[config.mk]
export PLATFORM = sky130hd
export DESIGN_NAME = ife_block_dispatcher_flat
export DESIGN_NICKNAME = d
export VERILOG_FILES = /design/src/rtl/ife_block_dispatcher_if.sv /design/src/rtl/ife_block_dispatcher.sv /design/src/flat_wrapper.sv
export SDC_FILE = /design/constraint.sdc
export NUM_CORES = 1
export LEC_CHECK = 0
export ABC_CLOCK_PERIOD_IN_PS = 5600
export CAP_MARGIN = 20
export CORE_MARGIN = 5
export CORE_UTILIZATION = 45
export DETAILED_ROUTE_END_ITERATION = 6
export MAX_ROUTING_LAYER = met4
export PLACE_DENSITY = 0.86
export SLEW_MARGIN = 10
export SYNTH_ARGS = -nofsm -noshare
export SYNTH_HDL_FRONTEND = slang
export SYNTH_SLANG_ARGS = --single-unit
[constraint.sdc]
create_clock -name clk -period 5.6 [get_ports clk]
set_clock_uncertainty 0.15 [all_clocks]
set_input_delay 0.84 -clock clk [delete_from_list [all_inputs] [get_ports clk]]
set_output_delay 0.84 -clock clk [all_outputs]
set_load 0.005 [all_outputs]
[src/rtl/ife_block_dispatcher_if.sv]
// Bundle of the block-queue input, the per-instruction issue stream and the completion record
// of the IFE block dispatcher.
interface ife_block_dispatcher_if #(
    parameter int BLOCK_ID_WIDTH = 8,
    parameter int INSTR_WIDTH    = 32,
    parameter int BLOCK_SIZE     = 4
);
    localparam int SLOT_W = $clog2(BLOCK_SIZE);
    localparam int CNT_W  = $clog2(BLOCK_SIZE + 1);

    logic                              flush;
    logic [BLOCK_ID_WIDTH-1:0]         block_id_in;
    logic [BLOCK_SIZE*INSTR_WIDTH-1:0] block_in;
    logic                              block_valid;
    logic                              block_ready;
    logic [INSTR_WIDTH-1:0]            instr_out;
    logic [BLOCK_ID_WIDTH-1:0]         instr_block_id;
    logic [SLOT_W-1:0]                 instr_slot;
    logic                              instr_last;
    logic                              instr_valid;
    logic                              instr_ready;
    logic                              done_valid;
    logic [BLOCK_ID_WIDTH-1:0]         done_block_id;
    logic [CNT_W-1:0]                  done_count;

    // The dispatcher side drives the issue stream and completion record.
    modport master (
        input  flush, block_id_in, block_in, block_valid, instr_ready,
        output block_ready, instr_out, instr_block_id, instr_slot, instr_last, instr_valid,
               done_valid, done_block_id, done_count
    );

    modport slave (
        output flush, block_id_in, block_in, block_valid, instr_ready,
        input  block_ready, instr_out, instr_block_id, instr_slot, instr_last, instr_valid,
               done_valid, done_block_id, done_count
    );
endinterface

[src/rtl/ife_block_dispatcher.sv]
// Serialises queued instruction blocks into a tagged one-instruction-per-handshake issue stream,
// optionally dropping NOP slots, and reports a completion record per block.
module ife_block_dispatcher #(
    parameter int                     BLOCK_ID_WIDTH = 8,
    parameter int                     INSTR_WIDTH    = 32,
    parameter int                     BLOCK_SIZE     = 4,
    parameter int                     SKIP_NOPS      = 1,
    parameter logic [INSTR_WIDTH-1:0] NOP_ENC        = INSTR_WIDTH'(32'h0000_0013)
) (
    input  logic                  clk,
    input  logic                  rst,
    ife_block_dispatcher_if.master bus
);
    localparam int SLOT_W = $clog2(BLOCK_SIZE);
    localparam int CNT_W  = $clog2(BLOCK_SIZE + 1);

    typedef enum logic {IDLE, ISSUE} state_t;

    state_t                            state, state_next;
    logic [BLOCK_ID_WIDTH-1:0]         held_id;
    logic [BLOCK_SIZE*INSTR_WIDTH-1:0] held_words;
    logic [BLOCK_SIZE-1:0]             rem;
    logic [BLOCK_SIZE-1:0]             cap_mask;
    logic [CNT_W-1:0]                  issued;
    logic [SLOT_W-1:0]                 slot;
    logic                              last;
    logic                              issuing;
    logic                              fire;
    logic                              accept;
    logic                              pend_valid;
    logic [BLOCK_ID_WIDTH-1:0]         pend_id;

    always_comb begin
        cap_mask = '1;
        for (int i = 0; i < BLOCK_SIZE; i++) begin
            if ((SKIP_NOPS != 0) && (bus.block_in[i*INSTR_WIDTH +: INSTR_WIDTH] == NOP_ENC)) begin
                cap_mask[i] = 1'b0;
            end
        end
    end

    // Lowest remaining slot is issued next, so slots always leave in ascending order.
    always_comb begin
        slot = '0;
        for (int i = BLOCK_SIZE - 1; i >= 0; i--) begin
            if (rem[i]) begin
                slot = SLOT_W'(i);
            end
        end
        last = ($countones(rem) == 1);
    end

    always_ff @(posedge clk or posedge rst) begin
        if (rst) begin
            state <= IDLE;
        end else begin
            state <= state_next;
        end
    end

    always_comb begin
        state_next         = state;
        issuing            = (state == ISSUE);
        fire               = issuing && bus.instr_ready;
        bus.block_ready    = !bus.flush && (!issuing || (fire && last));
        accept             = bus.block_valid && bus.block_ready;
        bus.instr_valid    = issuing;
        bus.instr_out      = '0;
        bus.instr_block_id = '0;
        bus.instr_slot     = '0;
        bus.instr_last     = 1'b0;
        if (issuing) begin
            bus.instr_out      = held_words[slot*INSTR_WIDTH +: INSTR_WIDTH];
            bus.instr_block_id = held_id;
            bus.instr_slot     = slot;
            bus.instr_last     = last;
        end
        if (bus.flush) begin
            state_next = IDLE;
        end else if (accept) begin
            state_next = (cap_mask != '0) ? ISSUE : IDLE;
        end else if (fire && last) begin
            state_next = IDLE;
        end
    end

    // An all-skipped block accepted while another completion is being reported in the same
    // cycle is parked in pend_* and reported one cycle later, so no completion is lost.
    always_ff @(posedge clk or posedge rst) begin
        if (rst) begin
            held_id           <= '0;
            held_words        <= '0;
            rem               <= '0;
            issued            <= '0;
            pend_valid        <= 1'b0;
            pend_id           <= '0;
            bus.done_valid    <= 1'b0;
            bus.done_block_id <= '0;
            bus.done_count    <= '0;
        end else begin
            bus.done_valid <= 1'b0;
            pend_valid     <= 1'b0;
            if (pend_valid) begin
                bus.done_valid    <= 1'b1;
                bus.done_block_id <= pend_id;
                bus.done_count    <= '0;
            end
            if (bus.flush) begin
                rem    <= '0;
                issued <= '0;
            end else begin
                if (fire) begin
                    rem[slot] <= 1'b0;
                    issued    <= issued + CNT_W'(1);
                    if (last) begin
                        bus.done_valid    <= 1'b1;
                        bus.done_block_id <= held_id;
                        bus.done_count    <= issued + CNT_W'(1);
                    end
                end
                if (accept) begin
                    held_id    <= bus.block_id_in;
                    held_words <= bus.block_in;
                    rem        <= cap_mask;
                    issued     <= '0;
                    if (cap_mask == '0) begin
                        if (fire || pend_valid) begin
                            pend_valid <= 1'b1;
                            pend_id    <= bus.block_id_in;
                        end else begin
                            bus.done_valid    <= 1'b1;
                            bus.done_block_id <= bus.block_id_in;
                            bus.done_count    <= '0;
                        end
                    end
                end
            end
        end
    end
endmodule

[src/flat_wrapper.sv]
// flat-port wrapper written by rule: the top's interface ports become plain ports
module ife_block_dispatcher_flat 
#(
    parameter int                     BLOCK_ID_WIDTH = 8,
    parameter int                     INSTR_WIDTH    = 32,
    parameter int                     BLOCK_SIZE     = 4,
    parameter int                     SKIP_NOPS      = 1,
    parameter logic [INSTR_WIDTH-1:0] NOP_ENC        = INSTR_WIDTH'(32'h0000_0013)
)
  (clk, rst, bus_flush, bus_block_id_in, bus_block_in, bus_block_valid, bus_instr_ready, bus_block_ready, bus_instr_out, bus_instr_block_id, bus_instr_slot, bus_instr_last, bus_instr_valid, bus_done_valid, bus_done_block_id, bus_done_count);
  ife_block_dispatcher_if #(.BLOCK_ID_WIDTH(BLOCK_ID_WIDTH), .INSTR_WIDTH(INSTR_WIDTH), .BLOCK_SIZE(BLOCK_SIZE)) bus_i ();
  input  logic clk;
  input  logic rst;
  input wire logic [$bits(bus_i.flush)-1:0] bus_flush;
  input wire logic [$bits(bus_i.block_id_in)-1:0] bus_block_id_in;
  input wire logic [$bits(bus_i.block_in)-1:0] bus_block_in;
  input wire logic [$bits(bus_i.block_valid)-1:0] bus_block_valid;
  input wire logic [$bits(bus_i.instr_ready)-1:0] bus_instr_ready;
  output wire logic [$bits(bus_i.block_ready)-1:0] bus_block_ready;
  output wire logic [$bits(bus_i.instr_out)-1:0] bus_instr_out;
  output wire logic [$bits(bus_i.instr_block_id)-1:0] bus_instr_block_id;
  output wire logic [$bits(bus_i.instr_slot)-1:0] bus_instr_slot;
  output wire logic [$bits(bus_i.instr_last)-1:0] bus_instr_last;
  output wire logic [$bits(bus_i.instr_valid)-1:0] bus_instr_valid;
  output wire logic [$bits(bus_i.done_valid)-1:0] bus_done_valid;
  output wire logic [$bits(bus_i.done_block_id)-1:0] bus_done_block_id;
  output wire logic [$bits(bus_i.done_count)-1:0] bus_done_count;
  assign bus_i.flush = bus_flush;
  assign bus_i.block_id_in = bus_block_id_in;
  assign bus_i.block_in = bus_block_in;
  assign bus_i.block_valid = bus_block_valid;
  assign bus_i.instr_ready = bus_instr_ready;
  assign bus_block_ready = bus_i.block_ready;
  assign bus_instr_out = bus_i.instr_out;
  assign bus_instr_block_id = bus_i.instr_block_id;
  assign bus_instr_slot = bus_i.instr_slot;
  assign bus_instr_last = bus_i.instr_last;
  assign bus_instr_valid = bus_i.instr_valid;
  assign bus_done_valid = bus_i.done_valid;
  assign bus_done_block_id = bus_i.done_block_id;
  assign bus_done_count = bus_i.done_count;
  ife_block_dispatcher #(.BLOCK_ID_WIDTH(BLOCK_ID_WIDTH), .INSTR_WIDTH(INSTR_WIDTH), .BLOCK_SIZE(BLOCK_SIZE), .SKIP_NOPS(SKIP_NOPS), .NOP_ENC(NOP_ENC)) u_core (.clk(clk), .rst(rst), .bus(bus_i));
endmodule
==> results.sh, run 1 <==
export IMPL_run_status="completed"
export IMPL_internal_power_mw=2.50
export IMPL_cap_violations=0
export IMPL_place_gp_congestion=0.917
export IMPL_core_area_mm2=0.0178
export IMPL_cts_resized=0
export IMPL_grt_pass1_wl_um=38200
export IMPL_cts_sink_count=165
export IMPL_dr_pass1_iters=5
export IMPL_vias=7228
export IMPL_grt_overflow_total=0
export IMPL_period_share=0.774
export IMPL_wirelength_um=24600
export IMPL_p_sw_frac=0.294
export IMPL_critical_path_max_stage_delay_ns=0.83
export IMPL_worst_pin_slew_ns=0.946
export IMPL_grt_pass1_vias=7227
export IMPL_synth_cells=925
export IMPL_crit_arrival_ns=3.34
export IMPL_numCtsBuffers=17
export IMPL_netlist_area_mm2=0.00812
export IMPL_critical_path_class="reg -> out"
export IMPL_synth_top_area_share=0.508
export IMPL_tns_ns=0
export IMPL_cp_common_cell="a211oi_1"
export IMPL_routedWlPerCell_um=18.5
export IMPL_critical_path_buf_inv_count=3
export IMPL_post_route_min_period_ns=4.33
export IMPL_synth_net_count=1073
export IMPL_synth_seq_cells=165
export IMPL_cts_setup_buffers=0
export IMPL_dieArea_mm2=0.0208
export IMPL_critPathTopFamily="buffers and inverters"
export IMPL_ys_warn_count=0
export IMPL_end_kind="output port"
export IMPL_crit_path_end="bus_instr_out[21]"
export IMPL_detail_route_antenna_nets=0
export IMPL_multiInputGateArea_mm2=0.00370
export IMPL_die_x_um=144
export IMPL_power_frac_comb=0.247
export IMPL_worstSetupStartpoint="u_core.rem[2]$_DFFE_PP0P_"
export IMPL_switching_power_mw=1.04
export IMPL_reg2reg_from="u_core.rem[1]$_DFFE_PP0P_"
export IMPL_peakVddDrop_mv=0.233
export IMPL_hpwl_um=17700
export IMPL_clock_fmax_mhz=231
export IMPL_hold_path_class="reg -> reg"
export IMPL_htreeDepth=4
export IMPL_seq_area_frac_synth=0.508
export IMPL_dieHeight_um=144
export IMPL_finalSetupViolCount=0
export IMPL_path_clk_slew_ns=0.06
export IMPL_cts_tree="yes"
export IMPL_ys_flop_type="dfrtp_1"
export IMPL_num_rows=49
export IMPL_cts_root_buf="clkbuf_16"
export IMPL_postCtsHoldBufs=0
export IMPL_start_util=0.455
export IMPL_path_depth=7
export IMPL_n_antenna_cell=0
export IMPL_r2r_cells=9
export IMPL_synth_common_cells="401 x nand2_1, 165 x dfrtp_1, 65 x a211oi_1, 44 x clkbuf_1, 41 x mux2i_1"
export IMPL_reg2reg_slack_ns=1.33
export IMPL_antenna_found_initial=0
export IMPL_viasPerCell=5.43
export IMPL_cp_cell_sequence="inv_1 > ha_1 > or3_2 > buf_4 > a211oi_1 > a211oi_1 > clkdlybuf4s50_1"
export IMPL_r2r_end="u_core.rem[1]$_DFFE_PP0P_"
export IMPL_synth_top_area_cell="dfrtp_1"
export IMPL_cp_start_kind="flip-flop"
export IMPL_synth_edf_count=0
export IMPL_drc=0
export IMPL_power_density_mw_per_mm2=329
export IMPL_area_growth_pct=32.7
export IMPL_yosysUniqueCellTypes=40
export IMPL_timing_slew_headroom=0.369
export IMPL_drtIter0Drc=516
export IMPL_pin_count=198
export IMPL_seq_power_share=0.439
export IMPL_p_clk_frac=0.314
export IMPL_yosysMostFrequentCell="nand2_1"
export IMPL_place_inst=1298
export IMPL_io_buffers=197
export IMPL_critical_path_required_ns=4.61
export IMPL_synth_area_top_cells="dfrtp_1 51%, nand2_1 19%, a211oi_1 6.0%"
export IMPL_max_clock_path_buffers=2
export IMPL_grt_max_degree=98
export IMPL_rsz0062_at_grt="no"
export IMPL_cp_max_fo=45
export IMPL_nNetsFinal=1236
export IMPL_drive_gt1_frac=0.0590
export IMPL_regArea_mm2=0.00413
export IMPL_fin_cells=1330
export IMPL_avgSynthCellArea_um2=8.78
export IMPL_report_final_slew_viol_count=0
export IMPL_async_flop_share=1.00
export IMPL_num_fill_cells=1510
export IMPL_grt_usage=0.246
export IMPL_worstSkewPairLatency_ns=0.42
export IMPL_hold_viol=0
export IMPL_leakagePower_nw=5.09
export IMPL_crit_slowest_cell="or3_2"
==> layer usage <==
layer | global-route usage | wire [µm]
met5 | - | 0
met4 | 0.0731 | 687
met3 | 0.0698 | 2360
met2 | 0.394 | 11800
met1 | 0.305 | 9760
==> worst min-delay path, stage by stage, from the launching register on <==
cell and delay (ns):
dfrtp_1 0.34, nand2_1 0.05, nand2_1 0.05
==> how the worst min path moves through the flow <==
stage / from / end / slack [ns] / cells after the start
floorplan: u_core.held_words[64]$_DFFE_PP0P_ / u_core.held_words[64]$_DFFE_PP0P_ / 0.29 / 2
detailed placement: u_core.held_words[83]$_DFFE_PP0P_ / u_core.held_words[83]$_DFFE_PP0P_ / 0.31 / 2
CTS: u_core.held_words[93]$_DFFE_PP0P_ / u_core.held_words[93]$_DFFE_PP0P_ / 0.32 / 2
global placement: u_core.held_words[87]$_DFFE_PP0P_ / u_core.held_words[87]$_DFFE_PP0P_ / 0.30 / 2
global route: u_core.held_words[88]$_DFFE_PP0P_ / u_core.held_words[88]$_DFFE_PP0P_ / 0.34 / 2
finish: u_core.held_words[83]$_DFFE_PP0P_ / u_core.held_words[83]$_DFFE_PP0P_ / 0.32 / 2
==> power groups by stage <==
stage	logic [mW]	clock network [mW]	registers, mW
detailed placement	0.868	0	1.57
global route	0.967	1.17	1.58
CTS	0.880	1.12	1.56
finish	0.876	1.11	1.56
global placement	0.850	0	1.56
floorplan	0.483	0	1.54
==> cell families (layout without fill, tap and decap cells) <==
group                      Yosys count  after routing  synth area share
xor gates and xnor gates             3              3           0.00324
adders and majority gates            7              7            0.0117
DFF                                165            165             0.508
muxes                               49             49            0.0616
and+or+nand+nor                    525            525             0.279
buffers and inverters               75            251            0.0387
AOI/OAI and AO/OA                  101            101            0.0974
==> final cells by class <==
cell class                      instances  area share
Clock buffer                           25      0.0450
Clock inverter                          7     0.00673
Inverter                               15     0.00569
Multi-Input combinational cell        685       0.344
Sequential cell                       165       0.383
Tap cell                              229      0.0266
Timing Repair Buffer                  204       0.189
==> flip-flops by register name (all words and copies together), names as in the netlist <==
signal                    count
u_core.bus.done_count         3
u_core.held_words           128
u_core.rem                    4
u_core.bus.instr_valid        1
u_core.pend_id                8
u_core.pend_valid             1
u_core.bus.done_block_id      8
u_core.bus.done_valid         1
u_core.issued                 3
u_core.held_id                8
==> layout by cell type, fill, tap and decap left out, drive strengths merged, types with 2 or more instances in the layout <==
cell type,instances
or3,2
a21oi,6
clkinvlp,2
clkdlybuf4s50,197
mux2i,41
nor4,24
nor4bb,3
dfrtp,165
clkbuf,25
mux2,8
inv,15
a221oi,8
a211oi,65
and3,2
and2,8
nor3,6
a31o,3
xor2,2
clkinv,4
ha,6
nand2,401
nor4b,6
nor2b,35
buf,7
nand4,10
o21ai,14
nor2,25
==> metrics by stage <==
step	util	cell area, µm²	power [mW]	worst slack (ns)	hold slack (ns)
5_1_grt	0.604	10800	3.72	1.11	0.340
2_1_floorplan	-	8120	2.02	0.148	0.288
6_report	0.604	10800	3.55	1.27	0.319
3_3_place_gp	0.573	10200	2.41	1.46	0.301
3_5_place_dp	0.573	10200	2.44	1.38	0.307
4_1_cts	0.604	10800	3.55	1.28	0.321
No activity file was read; power rests on OpenSTA's default activity.
==> run 2, diff against run 1 <==
--- a/config.mk
+++ b/config.mk
@@ -5,13 +5,13 @@
 export SDC_FILE = /design/constraint.sdc
 export NUM_CORES = 1
 export LEC_CHECK = 0
-export ABC_CLOCK_PERIOD_IN_PS = 5600
+export ABC_CLOCK_PERIOD_IN_PS = 4100
 export CAP_MARGIN = 20
 export CORE_MARGIN = 5
-export CORE_UTILIZATION = 45
+export CORE_UTILIZATION = 50
 export DETAILED_ROUTE_END_ITERATION = 6
 export MAX_ROUTING_LAYER = met4
-export PLACE_DENSITY = 0.86
+export PLACE_DENSITY = 0.9
 export SLEW_MARGIN = 10
 export SYNTH_ARGS = -nofsm -noshare
 export SYNTH_HDL_FRONTEND = slang
==> constraint.sdc (replaced) <==
create_clock -name clk -period 4.1 [get_ports clk]
set_clock_uncertainty 0.15 [all_clocks]
set_input_delay 0.615 -clock clk [delete_from_list [all_inputs] [get_ports clk]]
set_output_delay 0.615 -clock clk [all_outputs]
set_load 0.005 [all_outputs]
==> results.sh, run 2 (same netlist as run 1, synthesis figures left out) <==
export IMPL_final_cell_mix="401 x nand2_1, 197 x clkdlybuf4s50_1, 165 x dfrtp_1, 65 x a211oi_1, 41 x mux2i_1"
export IMPL_worst_pin_slew_ns=0.894
export IMPL_cts_tree="yes"
export IMPL_n_antenna_cell=0
export IMPL_hold_viol=0
export IMPL_numCtsBuffers=17
export IMPL_drc=0
export IMPL_place_gp_congestion=0.910
export IMPL_critical_path_required_ns=3.34
export IMPL_r2r_end="u_core.held_words[39]$_DFFE_PP0P_"
export IMPL_wirelength_um=24500
export IMPL_num_rows=46
export IMPL_vias=7339
export IMPL_regMostFlops="u_core.held_words"
export IMPL_detail_route_antenna_nets=0
export IMPL_hold_end="u_core.held_words[91]$_DFFE_PP0P_"
export IMPL_max_clock_path_buffers=2
export IMPL_critical_path_class="reg -> out"
export IMPL_hold_path_startpoint="u_core.held_words[91]$_DFFE_PP0P_"
export IMPL_io_buffers=197
export IMPL_cts_root_buf="clkbuf_16"
export IMPL_power_density_mw_per_mm2=449
export IMPL_clock_fmax_mhz=253
export IMPL_run_status="completed"
export IMPL_fin_cells=1320
export IMPL_finalSetupViolCount=0
export IMPL_place_inst=1291
export IMPL_core_area_mm2=0.0159
export IMPL_routedWlPerCell_um=18.6
export IMPL_leakagePower_nw=5.15
export IMPL_dr_pass1_iters=5
export IMPL_grt_usage=0.272
export IMPL_reg2reg_from="u_core.rem[2]$_DFFE_PP0P_"
export IMPL_largest_reg_flops=128
export IMPL_post_route_min_period_ns=3.96
export IMPL_cp_cell_sequence="inv_1 > ha_1 > ha_1 > fa_1 > or3b_4 > nor2_1 > nor2_1 > nor2_1 > clkdlybuf4s50_1"
export IMPL_r2r_cells=11
export IMPL_end_kind="output port"
export IMPL_timing_slew_headroom=0.403
export IMPL_nNetsFinal=1242
export IMPL_grt_pass1_wl_um=38200
export IMPL_grt_max_degree=67
export IMPL_reg2reg_slack_ns=0.46
export IMPL_final_util=0.684
export IMPL_period_share=0.965
export IMPL_cp_max_fo=9
export IMPL_crit_slowest_cell="clkdlybuf4s50_1"
export IMPL_peakVddDrop_mv=0.318
export IMPL_hold_path_class="reg -> reg"
export IMPL_critical_path_buf_inv_count=2
export IMPL_dieArea_mm2=0.0189
export IMPL_drtIter0Drc=681
export IMPL_viasPerCell=5.56
export IMPL_total_power_mw=4.88
export IMPL_path_depth=9
export IMPL_critical_path_max_stage_delay_ns=0.52
export IMPL_final_common_cell="nand2_1"
export IMPL_rsz0062_at_grt="no"
export IMPL_critPathTopFamily="adder cells"
export IMPL_cp_start_kind="flip-flop"
export IMPL_pin_count=198
export IMPL_tns_ns=0
export IMPL_whs_ns=0.317
export IMPL_area_growth_pct=33.7
export IMPL_htreeDepth=4
export IMPL_die_x_um=137
export IMPL_path_clk_slew_ns=0.06
export IMPL_worstSkewPairLatency_ns=0.43
export IMPL_drive_gt1_frac=0.0652
export IMPL_antenna_found_initial=0
export IMPL_grt_overflow_total=0
export IMPL_hpwl_um=17700
export IMPL_postCtsHoldBufs=0
export IMPL_dieHeight_um=137
export IMPL_cts_sink_count=165
export IMPL_crit_arrival_ns=3.19
export IMPL_report_final_slew_viol_count=0
export IMPL_cap_violations=0
export IMPL_grt_pass1_vias=7527
export IMPL_start_util=0.511
export IMPL_cp_common_cell="nor2_1"
export IMPL_holdPathStages=2
-- run 2: through the flow --
stage                     area, µm²  setup WS [ns]
after detailed placement      10300          0.463
after global placement        10300          0.539
after CTS                     10900         0.0826
after floorplan                8120          0.889
final                         10900          0.143
after global routing          10900         0.0451
-- run 2: cell type report --
| cell class | instances | area (µm²) |
|---|---|---|
| Inverter | 15 | 60.1 |
| Timing Repair Buffer | 210 | 2130 |
| Tap cell | 216 | 270 |
| Clock inverter | 4 | 45.0 |
| Multi-Input combinational cell | 685 | 3710 |
| Sequential cell | 165 | 4130 |
| Clock buffer | 25 | 515 |
| Fill cell | 1238 | 5030 |
-- run 2: worst reg2reg max path: stages, from the launching register on --
cell     delay (ns)
dfrtp_1        0.37
inv_1          0.07
ha_1           0.30
ha_1           0.21
fa_1           0.54
or3b_4         0.19
o21ai_2        0.10
nand3_4        0.17
buf_4          0.51
buf_4          0.68
nand2_1        0.17
nand2_1        0.11
-- run 2: worst max path at each step --
stage / from / end / slack [ns]
6_report: u_core.rem[2]$_DFFE_PP0P_ / bus_block_ready / 0.14
5_1_grt: u_core.rem[1]$_DFFE_PP0P_ / bus_block_ready / 0.05
4_1_cts: u_core.rem[2]$_DFFE_PP0P_ / bus_block_ready / 0.08
3_5_place_dp: u_core.rem[1]$_DFFE_PP0P_ / u_core.held_words[39]$_DFFE_PP0P_ / 0.46
3_3_place_gp: u_core.rem[1]$_DFFE_PP0P_ / u_core.held_words[7]$_DFFE_PP0P_ / 0.54
2_1_floorplan: u_core.rem[0]$_DFFE_PP0P_ / u_core.bus.done_block_id[0]$_DFF_PP0_ / 0.89
-- run 2: where the power goes --
group	switching, mW	internal, mW
Combinational	0.604	0.607
Clock	0.614	0.920
Sequential	0.184	1.95
Total	1.40	3.47
-- run 2: timing repair --
action,4_1_cts,5_1_grt
setup buffers,0,0
hold endpoints to repair,0,0
endpoints found under the setup margin,0,1
resized for setup,0,1
-- run 2: layer usage --
layer | GRT usage | part of all wire | vias up
met5 | - | 0 | -
met3 | 0.0650 | 0.096 | 66
met1 | 0.328 | 0.39 | 3480
met2 | 0.437 | 0.48 | 378
met4 | 0.119 | 0.038 | 0
li1 | - | - | 3415
==> run 3, diff against run 2 <==
--- a/config.mk
+++ b/config.mk
@@ -9,6 +9,7 @@
 export CAP_MARGIN = 20
 export CORE_MARGIN = 5
 export CORE_UTILIZATION = 50
+export CTS_CLUSTER_SIZE = 10
 export DETAILED_ROUTE_END_ITERATION = 6
 export MAX_ROUTING_LAYER = met4
 export PLACE_DENSITY = 0.9
==> results of run 3 <==
Final layout, timing and power as in run 2 (identical DEF).
